--- src/rtl/sid_write_sequencer.sv ---
// ---------------------------------------------------------------------------
// sid_write_sequencer
//
// Buffered register-write engine for the SID host bus. Write requests
// (voice, addr, data) arrive on a ready/valid port and are queued in a FIFO.
// Each queued write is then replayed onto the SID bus as follows:
//   1. The fields are driven for SETUP_CYC cycles with the strobe low.
//   2. The strobe is held high for STROBE_CYC cycles.
//   3. The fields are held for GAP_CYC more cycles with the strobe low.
// While the queue is non-empty, writes stream back to back with no idle
// cycle between them.
//
// Ports
//   clk, rst        system clock, synchronous active-high reset
//   in_valid/ready  request handshake (ready = FIFO not full)
//   in_voice/addr/data  request fields
//   flush           discard every queued write that has not yet started
//   bus_voice/addr/data  SID bus fields (held between writes)
//   bus_strobe      SID write strobe, active high
//   busy            engine is working on a write
//   level           FIFO occupancy
//   write_done      one-cycle pulse as each write finishes its gap
//   done_count      completed writes, wraps 0xFFFF -> 0
// All outputs come straight from flops.
// ---------------------------------------------------------------------------
module sid_write_sequencer #(
   parameter int ADDR_W     = 3,
   parameter int VOICE_W    = 2,
   parameter int DATA_W     = 8,
   parameter int DEPTH      = 8,
   parameter int SETUP_CYC  = 1,
   parameter int STROBE_CYC = 2,
   parameter int GAP_CYC    = 1
) (
   input  logic                     clk,
   input  logic                     rst,
   input  logic                     in_valid,
   output logic                     in_ready,
   input  logic [VOICE_W-1:0]       in_voice,
   input  logic [ADDR_W-1:0]        in_addr,
   input  logic [DATA_W-1:0]        in_data,
   input  logic                     flush,
   output logic [VOICE_W-1:0]       bus_voice,
   output logic [ADDR_W-1:0]        bus_addr,
   output logic [DATA_W-1:0]        bus_data,
   output logic                     bus_strobe,
   output logic                     busy,
   output logic [$clog2(DEPTH):0]   level,
   output logic                     write_done,
   output logic [15:0]              done_count
);

   localparam int PTR_W   = $clog2(DEPTH);
   localparam int LVL_W   = PTR_W + 1;
   localparam int ENT_W   = VOICE_W + ADDR_W + DATA_W;
   localparam int MAX_CYC = (SETUP_CYC > STROBE_CYC)
                            ? ((SETUP_CYC > GAP_CYC) ? SETUP_CYC : GAP_CYC)
                            : ((STROBE_CYC > GAP_CYC) ? STROBE_CYC : GAP_CYC);
   localparam int CNT_W   = (MAX_CYC > 1) ? $clog2(MAX_CYC) : 1;

   typedef enum logic [1:0] {
      ST_IDLE   = 2'd0,
      ST_SETUP  = 2'd1,
      ST_STROBE = 2'd2,
      ST_HOLD   = 2'd3
   } state_t;

   // FIFO storage and bookkeeping
   logic [ENT_W-1:0]   mem_q [DEPTH];
   logic [PTR_W-1:0]   wr_ptr_q, wr_ptr_d;
   logic [PTR_W-1:0]   rd_ptr_q, rd_ptr_d;
   logic [LVL_W-1:0]   count_q, count_d;
   logic               in_ready_q, in_ready_d;

   // sequencer state and registered bus outputs
   state_t             state_q, state_d;
   logic [CNT_W-1:0]   cnt_q, cnt_d;
   logic [ENT_W-1:0]   fields_q, fields_d;
   logic               strobe_q, strobe_d;
   logic               busy_q, busy_d;
   logic               write_done_q, write_done_d;
   logic [15:0]        done_count_q, done_count_d;

   logic               push_s;
   logic               pop_s;
   logic               fifo_empty_s;
   logic [ENT_W-1:0]   in_entry_s;
   logic [ENT_W-1:0]   head_s;

   assign in_entry_s   = {in_voice, in_addr, in_data};
   assign head_s       = mem_q[rd_ptr_q];
   assign fifo_empty_s = (count_q == {LVL_W{1'b0}});
   // a push coinciding with flush is dropped
   assign push_s       = in_valid && in_ready_q && !flush;

   // Sequencer next-state: pops the FIFO head and paces setup/strobe/gap
   always_comb begin
      state_d      = state_q;
      cnt_d        = cnt_q;
      fields_d     = fields_q;
      strobe_d     = 1'b0;
      write_done_d = 1'b0;
      done_count_d = done_count_q;
      pop_s        = 1'b0;
      case (state_q)
         ST_IDLE: begin
            // flush wins over the pop it would otherwise race with
            if (!fifo_empty_s && !flush) begin
               pop_s    = 1'b1;
               fields_d = head_s;
               state_d  = ST_SETUP;
               cnt_d    = CNT_W'(SETUP_CYC - 1);
            end else begin
               state_d  = ST_IDLE;
            end
         end
         ST_SETUP: begin
            if (cnt_q == {CNT_W{1'b0}}) begin
               state_d  = ST_STROBE;
               cnt_d    = CNT_W'(STROBE_CYC - 1);
               strobe_d = 1'b1;
            end else begin
               cnt_d    = cnt_q - CNT_W'(1);
            end
         end
         ST_STROBE: begin
            if (cnt_q == {CNT_W{1'b0}}) begin
               state_d  = ST_HOLD;
               cnt_d    = CNT_W'(GAP_CYC - 1);
            end else begin
               cnt_d    = cnt_q - CNT_W'(1);
               strobe_d = 1'b1;
            end
         end
         ST_HOLD: begin
            if (cnt_q == {CNT_W{1'b0}}) begin
               write_done_d = 1'b1;
               done_count_d = done_count_q + 16'd1;
               // streaming: chain straight into the next write's setup
               if (!fifo_empty_s && !flush) begin
                  pop_s    = 1'b1;
                  fields_d = head_s;
                  state_d  = ST_SETUP;
                  cnt_d    = CNT_W'(SETUP_CYC - 1);
               end else begin
                  state_d  = ST_IDLE;
               end
            end else begin
               cnt_d = cnt_q - CNT_W'(1);
            end
         end
         default: begin
            state_d = ST_IDLE;
            cnt_d   = {CNT_W{1'b0}};
         end
      endcase
      busy_d = (state_d != ST_IDLE);
   end

   // FIFO pointer/occupancy next-state; flush empties by snapping rd to wr
   always_comb begin
      if (flush) begin
         wr_ptr_d = wr_ptr_q;
         rd_ptr_d = wr_ptr_q;
         count_d  = {LVL_W{1'b0}};
      end else begin
         wr_ptr_d = wr_ptr_q + PTR_W'(push_s);
         rd_ptr_d = rd_ptr_q + PTR_W'(pop_s);
         count_d  = count_q + LVL_W'(push_s) - LVL_W'(pop_s);
      end
      in_ready_d = (count_d != LVL_W'(DEPTH));
   end

   // FIFO entry storage (no reset needed; occupancy guards the contents)
   always_ff @(posedge clk) begin
      if (push_s) begin
         mem_q[wr_ptr_q] <= in_entry_s;
      end
   end

   // State and output registers with synchronous reset
   always_ff @(posedge clk) begin
      if (rst) begin
         wr_ptr_q     <= {PTR_W{1'b0}};
         rd_ptr_q     <= {PTR_W{1'b0}};
         count_q      <= {LVL_W{1'b0}};
         in_ready_q   <= 1'b1;
         state_q      <= ST_IDLE;
         cnt_q        <= {CNT_W{1'b0}};
         fields_q     <= {ENT_W{1'b0}};
         strobe_q     <= 1'b0;
         busy_q       <= 1'b0;
         write_done_q <= 1'b0;
         done_count_q <= 16'd0;
      end else begin
         wr_ptr_q     <= wr_ptr_d;
         rd_ptr_q     <= rd_ptr_d;
         count_q      <= count_d;
         in_ready_q   <= in_ready_d;
         state_q      <= state_d;
         cnt_q        <= cnt_d;
         fields_q     <= fields_d;
         strobe_q     <= strobe_d;
         busy_q       <= busy_d;
         write_done_q <= write_done_d;
         done_count_q <= done_count_d;
      end
   end

   assign in_ready   = in_ready_q;
   assign level      = count_q;
   assign bus_voice  = fields_q[ENT_W-1 -: VOICE_W];
   assign bus_addr   = fields_q[DATA_W +: ADDR_W];
   assign bus_data   = fields_q[DATA_W-1:0];
   assign bus_strobe = strobe_q;
   assign busy       = busy_q;
   assign write_done = write_done_q;
   assign done_count = done_count_q;

endmodule
--- config.mk ---
export PLATFORM = sky130hd
export DESIGN_NAME = sid_write_sequencer
export DESIGN_NICKNAME = d
export VERILOG_FILES = /design/src/rtl/sid_write_sequencer.sv
export SDC_FILE = /design/constraint.sdc
export NUM_CORES = 1
export LEC_CHECK = 0
export ABC_AREA = 1
export BUFFER_PORTS_ARGS = -buffer_cell sky130_fd_sc_hd__clkbuf_2
export CAP_MARGIN = 20
export CORE_UTILIZATION = 40
export CTS_CLUSTER_DIAMETER = 150
export CTS_CLUSTER_SIZE = 20
export DETAILED_ROUTE_END_ITERATION = 12
export GPL_ROUTABILITY_DRIVEN = 0
export GPL_TIMING_DRIVEN = 0
export PLACE_DENSITY = 0.69
export SLEW_MARGIN = 20
export SYNTH_ARGS = -nofsm -noshare
export SYNTH_HDL_FRONTEND = slang
export SYNTH_SLANG_ARGS = --single-unit
--- constraint.sdc ---
create_clock -name clk -period 4.93 [get_ports clk]
set_clock_uncertainty 0.05 [all_clocks]
set_input_delay 1.2325 -clock clk [delete_from_list [all_inputs] [get_ports clk]]
set_output_delay 1.2325 -clock clk [all_outputs]
set_load 0.03 [all_outputs]
==> flow_summary.json <==
{
  "cp_top_family": "simple AND/OR/NAND/NOR gates",
  "crit_type": "in2reg",
  "syn_inst": 623,
  "p_total_mw": 2.93,
  "p_leak_nw": 2.83,
  "grt_pass1_vias": 4349,
  "syn-cell-area_mm2": 0.00636,
  "setup_viol": 0,
  "fin_hold_ws_ns": 0.419,
  "htreeDepth": 4,
  "crit_top_cell": "nand2_1",
  "report.final.slew_viol_count": 0,
  "cts_tree": "done",
  "worst-path-buf-inv": 4,
  "n_antenna_cell": 0,
  "ys_types": 38,
  "peakVddDrop_mv": 0.386,
  "grt_overflow": 0,
  "ys_seq_area_frac": 0.636,
  "setup_tns_ns": 0,
  "pre_cts_ws_ns": 1.64,
  "p_per_area_mw_per_mm2": 392,
  "min_from": "fields_q[2]$_SDFFE_PP0P_",
  "fin_cells": 920,
  "core_mm2": 0.0154,
  "crit_start": "flush",
  "crit_chain": "clkbuf_2, inv_2, nand2_1, inv_1, nand2_1, inv_2, nand2_1, nand2_1, ha_1, fa_1, nor2_1, nor2_1, nor3_1, o21ai_0",
  "wl_mm": 14.8,
  "crit_path_top_delay_cell": "fa_1",
  "crit_path_max_fanout": 8,
  "clk_latency_ns": 0.43,
  "drtAntennaViolNets": 0,
  "vias": 4591,
  "fp.dieW_um": 128,
  "initial_utilization": 0.414,
  "antenna_found_initial": 0,
  "finalCritPeriodShare": 0.576,
  "grt_util_all_layers": 0.193,
  "fin_ws_ns": 2.09,
  "drtIter0Drc": 477,
  "numCtsBuffers": 17,
  "fmax_mhz": 352,
  "required_ns": 5.19,
  "min_period_ns": 2.84,
  "wire_per_inst_um": 16.0,
  "drt_pass1_iterations": 5,
  "grt_pass1_wl_mm": 23.3,
  "hp-class": "reg2reg",
  "via_per_inst": 4.99,
  "dp.cells": 888,
  "ys_ff_latch": 150,
  "synthArstFlopShare": 0,
  "arrival_ns": 3.10,
  "cts_hold_buf": 0,
  "synth_top_area_frac": 0.491,
  "synth_area_per_cell_um2": 10.2,
  "tightestPinTransition_ns": 0.904,
  "critPathLaunchType": "input port",
  "cp_slowest_stage_delay_ns": 0.38,
  "clock-sinks": 150,
  "cts.clk_slew.worst_paths_ns": 0.06,
  "hpwl_mm": 9.67,
  "r2r-start": "state_q[0]$_SDFF_PP0_",
  "synth_edf_count": 104,
  "cts_setup_buffers": 0,
  "slew-limit-headroom": 0.397,
  "maxCapViolations": 0,
  "synth_top_cell_by_area": "edfxtp_1",
  "ys_warn_count": 0,
  "yosys-top-cells-area": "edfxtp_1 49%, dfxtp_1 14%, nor2_1 8.6%",
  "cts_buffer_depth": 2,
  "cts_root_buffer": "clkbuf_16",
  "die_h_um": 128,
  "area_growth_pct": 17.5,
  "rsz0062_at_grt": "false",
  "drc": 0,
  "fillers": 1399,
  "post_cts_resized": 0,
  "row_count": 45,
  "num_io_pins": 54,
  "status": "complete, no violations",
  "synth_ff_type": "edfxtp_1",
  "cp-end-kind": "flip-flop",
  "drive_gt1_frac": 0.206,
  "nets": 727,
  "syn-num-nets": 654,
  "hold_viol_final": 0,
  "io_buffers": 53,
  "die_area_mm2": 0.0164,
  "grt_max_degree": 17
}
## where the power goes
part	switching (mW)	leakage [nW]	internal [mW]
logic	0.203	1.25	0.0940
registers	0.0186	1.31	1.38
clock network	0.536	0.272	0.696
## registers in the layout (all words and copies together), names as in the netlist, 2 cells and up
name,flops
level,4
state_q,2
wr_ptr_q,3
done_count,16
rd_ptr_q,3
mem_q,104
fields_q,13
## worst reg2reg max path: cells and delay by family, from the launching register on
| family | cells | cell delay (ns) |
|---|---|---|
| AOI/OAI and AO/OA | 1 | 0.10 |
| buffers and inverters | 2 | 0.12 |
| DFF | 1 | 0.35 |
| adders and majority gates | 3 | 0.90 |
| and+or+nand+nor | 9 | 0.97 |
## worst paths after layout
path | end | slack (ns) | cells after the start
setup / recovery | in_ready$_SDFF_PP1_ | 2.09 | 14
hold / removal | fields_q[2]$_SDFFE_PP0P_ | 0.42 | 2
setup reg to reg | in_ready$_SDFF_PP1_ | 2.33 | 15
hold reg to reg | fields_q[2]$_SDFFE_PP0P_ | 0.42 | 2
## synthesized netlist by cell type (2+ instances only)
| cell type | n |
|---|---|
| nor2_1 | 146 |
| edfxtp_1 | 104 |
| nand2_1 | 67 |
| o21ai_0 | 60 |
| nand3_1 | 50 |
| dfxtp_1 | 46 |
| inv_1 | 34 |
| a21oi_1 | 18 |
| ha_1 | 13 |
| nand2_2 | 11 |
| a21oi_2 | 10 |
| o21ai_1 | 10 |
| buf_2 | 8 |
| buf_4 | 5 |
| inv_2 | 5 |
| nor3_1 | 5 |
| clkbuf_2 | 4 |
| buf_1 | 2 |
| clkbuf_1 | 2 |
| inv_4 | 2 |
| nand4_2 | 2 |
| nor2_4 | 2 |
| o211ai_1 | 2 |
## area by class of cell
type	instances	area, µm²	share of cell area
clock buffer	17	425	0.0569
multi-input combinational	408	2030	0.271
clock inverter	15	126	0.0169
timing repair buffer	54	277	0.0370
buffer	23	144	0.0193
inverter	42	163	0.0218
sequential	150	4040	0.541
tap	211	264	0.0353
## cells in the final DEF (no fill, tap or decap), types with 11 or more instances in the layout
cell type,n
clkbuf_2,57
ha_1,13
nor2_1,138
edfxtp_1,104
o21ai_0,60
a21oi_1,18
nand2_2,11
nand3_1,50
nand2_1,67
dfxtp_1,46
inv_1,34
clkbuf_16,17
## layer usage
layer  global-route usage  part of all wire  up-vias
li1                     -                 -     2270
met1                0.236              0.43     2147
met2                0.336              0.50      160
met3               0.0509             0.061       14
met4               0.0554             0.010        0
met5                    0                 0        -
## kinds of logic after synthesis
logic type,share of synthesized area
xor+xnor,0.00138
flops,0.636
compound gates,0.0880
buf+inv,0.0482
fa+ha+maj,0.0287
simple gates,0.198
## through the flow
step                utilization  instance area, µm²
floorplan                     -                6360
global placement          0.448                6890
detailed placement        0.450                6920
CTS                       0.486                7470
global route              0.486                7470
finish                    0.486                7470
Note: power is estimated with default switching activity, not from simulation.
